==> config.mk <==
export PLATFORM = sky130hd
export DESIGN_NAME = seg7_scan_driver
export DESIGN_NICKNAME = d
export VERILOG_FILES = /design/src/rtl/seg7_pkg.sv /design/src/rtl/hex7_decode.sv /design/src/rtl/seg7_scan_driver.sv
export SDC_FILE = /design/constraint.sdc
export NUM_CORES = 1
export LEC_CHECK = 0
export CAP_MARGIN = 10
export CORE_MARGIN = 2
export CORE_UTILIZATION = 45
export DETAILED_ROUTE_END_ITERATION = 6
export GPL_TIMING_DRIVEN = 0
export PLACE_DENSITY = 0.67
export SYNTH_ARGS = -nofsm -noshare
export SYNTH_HDL_FRONTEND = slang
export SYNTH_SLANG_ARGS = --single-unit
export TNS_END_PERCENT = 10
==> constraint.sdc <==
create_clock -name CLK_RAW -period 3.05 [get_ports CLK_RAW]
set_input_delay 0.61 -clock CLK_RAW [delete_from_list [all_inputs] [get_ports CLK_RAW]]
set_output_delay 0.61 -clock CLK_RAW [all_outputs]
set_load 0.03 [all_outputs]
==> src/rtl/seg7_pkg.sv <==
// Shared constants for the 3-digit multiplexed 7-segment scan driver:
// hex glyph table, digit-pointer encodings and the segment "off" pattern.
package seg7_pkg;

    localparam int NUM_DIGITS = 3;

    typedef enum logic [1:0] {
        IDLE = 2'd0,
        D0   = 2'd1,
        D1   = 2'd2,
        D2   = 2'd3
    } digit_t;

    // Active-high {a,b,c,d,e,f,g}; entry 15 listed first.
    localparam logic [15:0][6:0] HEX7 = {
        7'b1000111, 7'b1001111, 7'b0111101, 7'b1001110,
        7'b0011111, 7'b1110111, 7'b1111011, 7'b1111111,
        7'b1110000, 7'b1011111, 7'b1011011, 7'b0110011,
        7'b1111001, 7'b1101101, 7'b0110000, 7'b1111110
    };

    localparam logic [6:0] SEG_OFF = 7'b0000000;

endpackage

==> src/rtl/hex7_decode.sv <==
// Combinational nibble to active-high 7-segment glyph; polarity is the parent's job.
module hex7_decode
    import seg7_pkg::*;
(
    input  logic [3:0] nib,
    output logic [6:0] pat
);

    assign pat = HEX7[nib];

endmodule

==> src/rtl/seg7_scan_driver.sv <==
// Three-digit hex scanner: own prescaler, IDLE->D0->D1->D2 pointer, per-frame
// snapshot, leading-zero blanking and a page-selected decimal point.
module seg7_scan_driver
    import seg7_pkg::*;
#(
    parameter int TICK_DIV       = 250000,
    parameter bit SEG_ACTIVE_LOW = 1'b1,
    parameter bit EN_ACTIVE_LOW  = 1'b1,
    parameter bit BLANK_LZ       = 1'b1
) (
    input  logic        CLK_RAW,
    input  logic        reset,
    input  logic [11:0] value,
    input  logic [1:0]  page,
    output logic [6:0]  seg,
    output logic [2:0]  se,
    output logic        dot,
    output logic        frame_start
);

    localparam int             CW      = $clog2(TICK_DIV);
    localparam logic [CW-1:0]  CNT_MAX = CW'(TICK_DIV - 1);
    localparam logic [6:0]     SEG_POL = {7{SEG_ACTIVE_LOW}};
    localparam logic [2:0]     EN_POL  = {3{EN_ACTIVE_LOW}};

    logic [CW-1:0] cnt;
    logic          tick;
    digit_t        state, nxt;
    logic [11:0]   snap, frame;

    logic [NUM_DIGITS-1:0][6:0] pat;
    logic [NUM_DIGITS-1:0]      blank;

    logic [6:0] seg_n;
    logic [2:0] se_n;
    logic       dot_n;

    assign tick = (cnt == CNT_MAX);

    always_comb begin
        nxt = D0;
        case (state)
            IDLE:    nxt = D0;
            D0:      nxt = D1;
            D1:      nxt = D2;
            default: nxt = D0;
        endcase
    end

    // D0 shows the live value, which is exactly what gets snapshotted on that edge.
    assign frame = (nxt == D0) ? value : snap;

    generate
        for (genvar d = 0; d < NUM_DIGITS; d++) begin : g_dig
            hex7_decode u_dec (
                .nib (frame[4*d +: 4]),
                .pat (pat[d])
            );
        end
    endgenerate

    assign blank[0] = 1'b0;
    assign blank[1] = BLANK_LZ && (frame[11:4] == 8'h00);
    assign blank[2] = BLANK_LZ && (frame[11:8] == 4'h0);

    always_comb begin
        seg_n = SEG_OFF;
        se_n  = 3'b000;
        dot_n = 1'b0;
        case (nxt)
            D0: begin
                dot_n = (page == 2'd0);
                seg_n = pat[0];
                se_n  = 3'b001;
            end
            D1: begin
                dot_n = (page == 2'd1);
                seg_n = blank[1] ? SEG_OFF : pat[1];
                se_n  = (blank[1] && !dot_n) ? 3'b000 : 3'b010;
            end
            D2: begin
                dot_n = (page == 2'd2);
                seg_n = blank[2] ? SEG_OFF : pat[2];
                se_n  = (blank[2] && !dot_n) ? 3'b000 : 3'b100;
            end
            default: ;
        endcase
    end

    always_ff @(posedge CLK_RAW) begin
        if (reset) begin
            cnt         <= '0;
            state       <= IDLE;
            snap        <= '0;
            seg         <= SEG_OFF ^ SEG_POL;
            se          <= EN_POL;
            dot         <= SEG_ACTIVE_LOW;
            frame_start <= 1'b0;
        end else begin
            cnt         <= tick ? '0 : cnt + 1'b1;
            frame_start <= tick && (nxt == D0);
            if (tick) begin
                state <= nxt;
                if (nxt == D0)
                    snap <= value;
                seg <= seg_n ^ SEG_POL;
                se  <= se_n ^ EN_POL;
                dot <= dot_n ^ SEG_ACTIVE_LOW;
            end
        end
    end

endmodule

==> impl_results.md, run 1 <==
* Post-synth top area cell: dfxtp_1
* Hold Startpoint: cnt[0]
* Hold Path Class: reg2reg
* CTS Sinks at 43
* Routed vias/inst at 5.722
* ANT cells at 0
* WHS Endpoint: cnt[0]
* Reg-to-reg slack, setup at 110 ps
* CP startpoint kind: flip-flop
* GR Overflow Total at 0
* Initial antenna violation count at 0
* R2R depth at 13
* Fin crit share at 96.51%
* Seq/Total Area, Yosys at between 20% and 30%
* Minimum clock period at 2944 ps
* Flops & latches, synth at 43
* Max Clk Rate at about 340 MHz
* Area growth from synthesis to layout at 19.03%
* Antenna violation net count after detailed routing at 0
* CTS Buf Count at 5
* Post-DR wirelength/cell at 15.83 um
* Post-synth ARST share at 0%
* Max clock buf depth at 2
* Critical Path, Cell by Cell: inv_1 -> ha_4 -> buf_8 -> buf_8 -> buf_8 -> mux2i_4 -> ha_2 -> nor4b_4 -> nor2_2 -> o31ai_4 -> buf_4 -> o221ai_1 -> a21oi_2
* Max-slew violations at 0
* DRC viols at 0
* Maximum vdd drop at 0.2408 mV
* Setup violations, final at 0
* Std cell rows at 29
* Hpwl dp at 5281 um
* Crit path capture type: flip-flop
* Worst EP required at around 3300 ps
* Syn_nets at between 300 and 400
* CTS hold repair buffers at 0
* Initial Util at a little under half
* CTS root buf: clkbuf_8
* Kind of critical path: reg2reg
* Slew margin rel. at 57.05%
* CORE AREA at 0.006350 mm2
* H-Tree Depth at 2
* Measured slew at the worst slew-check pin at 626.4 ps
* Endpoints failing hold at 0
* Largest cells by area after synthesis: dfxtp_1 29%, ha_1 8.1%, nor2_1 6.5%
* Initial DRC count at 146
* Synthesized area at 0.002953 mm2
* Synth Warn # at 0
* Final net count at 414
* Detailed Routing Iterations Pass 1 at 4
* Die height at 85.01 um
* Reg-to-Reg Start: state[0]
* Via count at around 2600
* Clock tree from TritonCTS: yes
* Most common flop cell mapped by yosys: dfxtp_1
* First-pass GRT wire length at 11700 um
* Final GP Congestion at 0.8689
* Slowest stage cell on the critical path: dfxtp_2
* Share of Yosys cell area claimed by the top area cell type at 29.15%
* Placed Instance Area at 0.003293 mm2
* Pin count of the biggest net entering global routing at 14
* Vias in the first global route at 2421
* Number of flops mapped to enable cells by yosys at 0
* Synth unique cells at between 60 and 70
* Avg Inst Size Synth at 8.659 um2
* Crit path max-delay family: buffers and inverters
* CP max stage delay at 360 ps
* Total of max-cap violations at 0
* Cell depth of the worst hold path at 1
* Gr usage total at 20.39%
* CP max FO at 10
* IO buf count at 24
* Share of cells above drive strength 1 at 15.53%
* Die area at 0.007226 mm2
* Outcome: complete, no violations
* CP arrival at 3180 ps
* Cell mode on critical path: buf_8
* Clock latency at the later pin of the worst-skew pair at 300 ps
* P_leak at 1.332 nW
* Worst R2R End: seg[2]
* Syn Inst Count at 341
* Finished Core Util at 55.35%
* Crit path buf inv count at 5
* PD cells at 312.2 mW/mm2
* Ports at 28
* Max Clock Skew at 8.343 ps
* Final Instance Area at 0.003515 mm2
* Total chip power at about 1.1 mW
* Die Width at 85.01 um
* Clock transition at path regs at 90 ps
* Post-Route WL at 7233 um
-- power breakdown --
part,internal [mW],switching [mW]
logic,0.0715,0.0893
clock network,0.160,0.209
registers,0.564,0.00317
total,0.796,0.301
-- cells in the final DEF (no fill, tap or decap), types with 7 or more instances in the layout --
master / n
nand3_1: 15
clkdlybuf4s50_1: 24
mux2i_1: 14
a211oi_1: 8
o21ai_0: 15
clkbuf_1: 7
xnor2_1: 12
nor2_1: 50
inv_1: 20
buf_4: 7
a21oi_1: 10
dfxtp_1: 42
ha_1: 17
nand2_1: 18
-- stage by stage --
step	setup slack, ps	hold WS [ps]	setup TNS, ps	cells
after floorplan	15.35	426.2	0	341
after global placement	-540.7	443.0	-3848	442
after detailed placement	-594.5	457.5	-4219	442
after CTS	1.417	476.5	0	455
after global routing	-6.363	510.9	-6.363	457
final	106.4	471.2	0	457
-- registers in the layout, summed over array words and instances, names as in the netlist --
register,cells
dot,1
seg,7
se,3
snap,11
frame_start,1
state,2
cnt,18
-- area by class of cell --
| cell class | count | area, um2 |
|---|---|---|
| fill | 596 | 2835 |
| buffer | 17 | 141.4 |
| clock inverter | 2 | 12.51 |
| sequential | 43 | 862.1 |
| multi-input combinational | 260 | 1954 |
| inverter | 21 | 78.83 |
| clock buffer | 6 | 72.57 |
| tap | 77 | 96.34 |
| timing repair buffer | 31 | 296.5 |
-- cell usage after synthesis (3+ instances only) --
master and number:
buf_2 4, a21oi_2 3, a211oi_2 6, or3_1 3
ha_1 19, mux2i_1 17, nor2_1 51, nor3_1 5
nand2_1 18, o221ai_1 5, o21ai_0 15, inv_1 20
a21oi_1 10, nand3_1 15, o311ai_0 3, mux2_2 4
buf_6 5, nand2b_1 4, and3b_1 3, a211oi_1 8
xnor2_1 12, dfxtp_1 43, o211ai_1 6, xor2_1 6
clkbuf_1 6, nor3b_1 3, a32o_1 3
-- how the worst max path moves through the flow --
| stage | to | slack (ps) | startpoint | cells after the start |
|---|---|---|---|---|
| after detailed placement | seg[2] | -590 | state[0] | 12 |
| after global placement | seg[2] | -540 | state[0] | 12 |
| final | seg[2] | 110 | state[0] | 13 |
| after CTS | seg[2] | 1 | state[0] | 13 |
| after floorplan | seg[6] | 20 | state[0] | 12 |
| after global routing | seg[3] | -6 | state[0] | 13 |
-- layer usage --
metal / track usage [%] / part of all wire, % / vias up / routed length, um
li1: - / - / 1304 / -
met1: 27.38 / 46 / 1227 / 3351
met2: 33.17 / 47 / 72 / 3374
met3: 3.891 / 5.1 / 12 / 369
met4: 6.349 / 1.9 / 0 / 137
met5: 0 / 0 / - / 0
-- logic make-up after synthesis --
| family | after synthesis | share of synthesized area [%] |
|---|---|---|
| multiplexers | 23 | 8.517 |
| adder cells (fa/ha/maj) | 19 | 8.051 |
| buffers and inverters | 38 | 6.525 |
| AO/OA/AOI/OAI | 78 | 20.85 |
| AND/OR/NAND/NOR | 122 | 21.57 |
| XOR/XNOR | 18 | 5.339 |
| flip-flops | 43 | 29.15 |
-- timing repair --
item                                    4_1_cts  5_1_grt
pin swaps                                     1        2
buffers inserted                              5        2
endpoints found under the setup margin        8        8
hold endpoints to repair                      0        0
gates resized for setup                      11        8
No activity file was read; power rests on OpenSTA's default activity.
==> inputs of run 2 (changes only) <==
Settings changed: SYNTH_HIERARCHICAL from default to 1.
==> impl_results.md, run 2 <==
* Std cell rows at 29 (unchanged)
* Largest regs: cnt (18), snap (12), seg (7) (was cnt (18), snap (11), seg (7))
* Most common flop cell mapped by yosys: dfxtp_1 (unchanged)
* Max clock buf depth at 2 (unchanged)
* Initial DRC count at 59 (was 146)
* Share of cells above drive strength 1 at 17.97% (was 15.53%)
* Kind of critical path: reg2reg (unchanged)
* Endpoints failing hold at 0 (unchanged)
* Area growth from synthesis to layout at 18.44% (was 19.03%)
* Clock latency at the later pin of the worst-skew pair at 300 ps (about the same)
* Initial antenna violation count at 0 (unchanged)
* Crit path capture type: flip-flop (unchanged)
* Post-Route WL at 6140 um (was 7233 um)
* Switching Fraction at 25.45% (was 27.45%)
* Max Clk Rate at 347.3 MHz (was 339.7 MHz)
* Placed Instance Area at 0.003277 mm2 (was 0.003293 mm2)
* Routed vias/inst at 5.457 (was 5.722)
* Outcome: complete, no violations (unchanged)
* Number of flops mapped to enable cells by yosys at 0 (unchanged)
* Avg Inst Size Synth at 9.358 um2 (was 8.659 um2)
* CP startpoint kind: flip-flop (unchanged)
* Syn_nets at 352 (was 376)
* CORE AREA at 0.006314 mm2 (was 0.006350 mm2)
* CP max FO at 19 (was 10)
* Minimum clock period at 2880 ps (was 2944 ps)
* First-pass GRT wire length at 10240 um (was 11700 um)
* Hold Path Class: reg2reg (unchanged)
* Hpwl dp at 4644 um (was 5281 um)
* Most flop-heavy register: cnt (unchanged)
* Die area at 0.007127 mm2 (was 0.007226 mm2)
* PD cells at 356.2 mW/mm2 (was 312.2 mW/mm2)
* Maximum vdd drop at 0.1943 mV (was 0.2408 mV)
* Vias in the first global route at 2165 (was 2421)
* Antenna violation net count after detailed routing at 0 (unchanged)
* Sw power at 0.3125 mW (was 0.3012 mW)
* Setup violations, final at 0 (unchanged)
* IO buf count at 27 (was 24)
* Worst Slack Setup Final at 170.4 ps (was 106.4 ps)
* Via count at 2303 (was 2615)
* Measured slew at the worst slew-check pin at 499.8 ps (was 626.4 ps)
* P_leak at 1.399 nW (was 1.332 nW)
* Initial Util at 46.10% (was 46.50%)
* Gr usage total at 17.58% (was 20.39%)
* Max-slew violations at 0 (unchanged)
* Final net count at 385 (was 414)
* DRC viols at 0 (unchanged)
* Share of Yosys cell area claimed by the top area cell type at 30.27% (was 29.15%)
* Clock transition at path regs at 90 ps (about the same)
* Synth Warn # at 6 (was 0)
* Count leader, synth: dfxtp_1 (was nor2_1)
* Post-synth ARST share at 0% (unchanged)
* Synthesized area at 0.002910 mm2 (was 0.002953 mm2)
* Total chip power at 1.228 mW (was 1.097 mW)
* Worst EP required at 3260 ps (was 3290 ps)
* Die height at 84.42 um (was 85.01 um)
* CTS Buf Count at 5 (unchanged)
* CTS root buf: clkbuf_8 (unchanged)
* Clock tree from TritonCTS: yes (unchanged)
* Final GP Congestion at 0.8104 (was 0.8689)
* Largest register FFs at 18 (unchanged)
* CP arrival at 3090 ps (was 3180 ps)
* Fin crit share at 94.41% (was 96.51%)
* Largest cells by area after synthesis: dfxtp_1 30%, ha_1 11%, mux2_2 8.1% (was dfxtp_1 29%, ha_1 8.1%, nor2_1 6.5%)
* Final Instance Area at 0.003447 mm2 (was 0.003515 mm2)
* Synth cell count leaders: 44 x dfxtp_1, 43 x nor2_1, 25 x ha_1 (was 51 x nor2_1, 43 x dfxtp_1, 20 x inv_1)
* Sequential power share at 47.3% (was 51.7%)
* Clk network pwr share at 38.1% (was 33.6%)
* GR Overflow Total at 0 (unchanged)
* Max Clock Skew at 6.540 ps (was 8.343 ps)
* H-Tree Depth at 2 (unchanged)
* Die Width at 84.42 um (was 85.01 um)
* Detailed Routing Iterations Pass 1 at 4 (unchanged)
* RSZ-0062 raised after global routing: no
* Most frequent cells in the layout: 43 x nor2_1, 43 x dfxtp_1, 27 x clkdlybuf4s50_1, 22 x ha_1 (was 50 x nor2_1, 42 x dfxtp_1, 24 x clkdlybuf4s50_1, 20 x inv_1, 18 x nand2_1)
* Synth unique cells at 45 (was 62)
* Slew margin rel. at 66.42% (was 57.05%)
* Syn Inst Count at 311 (was 341)
* Internal at 0.9154 mW (was 0.7961 mW)
* Pin count of the biggest net entering global routing at 16 (was 14)
* CTS Sinks at 44 (was 43)
* Total of max-cap violations at 0 (unchanged)
* Post-DR wirelength/cell at 14.55 um (was 15.83 um)
* Pre-CTS WS at -387.8 ps (was -594.5 ps)
* Ports at 28 (unchanged)
* Flops & latches, synth at 44 (was 43)
* Seq/Total Area, Yosys at 30.27% (was 29.15%)
* ANT cells at 0 (unchanged)
* Logic gate share of total power at 14.6% (was 14.7%)
* Post-synth top area cell: dfxtp_1 (unchanged)
run 2: cell types whose count changed after synthesis, moves of 6 or more:
cell / delta
a211oi_1: -8
a211oi_2: -6
a22o_1: +11
a311oi_1: +7
a32oi_1: +6
ha_1: +6
mux2_2: +17
mux2i_1: -10
nand2_1: -10
nand3_1: -8
nor2_1: -8
nor3_1: +7
o211ai_1: -6
o21ai_0: -13
run 2: cell type report:
cell class,instances,area [um2]
clock buffer,5,68.82
tap,77,96.34
sequential,44,882.1
clock inverter,3,46.29
fill,594,2867
inverter,21,78.83
timing repair buffer,27,270.3
buffer,14,110.1
multi-input combinational,231,1894
run 2: timing repair:
| action | 4_1_cts | 5_1_grt |
|---|---|---|
| setup endpoints to repair | 7 | 1 |
| hold buffers | 0 | 0 |
| pin swaps | 0 | 1 |
| gates resized for setup | 12 | 6 |
| buffers inserted | 0 | 0 |
run 2: final timing paths:
| path | from | to | slack, ps | cells past startpoint |
|---|---|---|---|---|
| worst max-delay path | state[0] | seg[3] | 170 | 10 |
| worst min-delay path | cnt[0] | cnt[0] | 480 | 1 |
| worst max register to register | state[0] | seg[3] | 170 | 10 |
| worst min register to register | cnt[0] | cnt[0] | 480 | 1 |
run 2: cells by family after synthesis:
kind of cell               after synthesis  synth area share, %
xor gates and xnor gates                16                4.815
and+or+nand+nor                        100                18.31
muxes                                   31                13.24
DFF                                     44                30.27
AOI/OAI and AO/OA                       59                16.29
buffers and inverters                   36                6.320
adders and majority gates               25                10.75
run 2: power by group through the flow:
stage	combinational [mW]	clock (mW)	sequential [mW]
CTS	0.177	0.475	0.581
finish	0.179	0.468	0.581
global placement	0.169	0	0.594
detailed placement	0.174	0	0.594
global route	0.197	0.497	0.582
floorplan	0.121	0	0.593
run 2: layer usage:
layer	part of all wire, %	GRT usage [%]
met1	48	23.91
met2	46	28.35
met3	3.5	2.458
met4	2.1	6.782
met5	0	0
run 2: through the flow:
step | hold WS [ps] | setup TNS (ps) | std cells | util, %
final | 475.9 | 0 | 422 | 54.60
after global routing | 512.5 | 0 | 422 | 54.60
after detailed placement | 447.6 | -817.0 | 415 | 51.90
after CTS | 483.8 | 0 | 423 | 54.54
after floorplan | 429.4 | 0 | 311 | -
after global placement | 449.2 | -483.4 | 415 | 51.90
run 2: critical path, cell delays in order, from the launching register on:
cell	delay, ps
dfxtp_2	360
inv_1	80
ha_4	300
buf_8	190
mux2_2	420
inv_1	150
ha_1	260
mux4_1	490
a32oi_1	210
nor2_1	90
a311oi_1	230
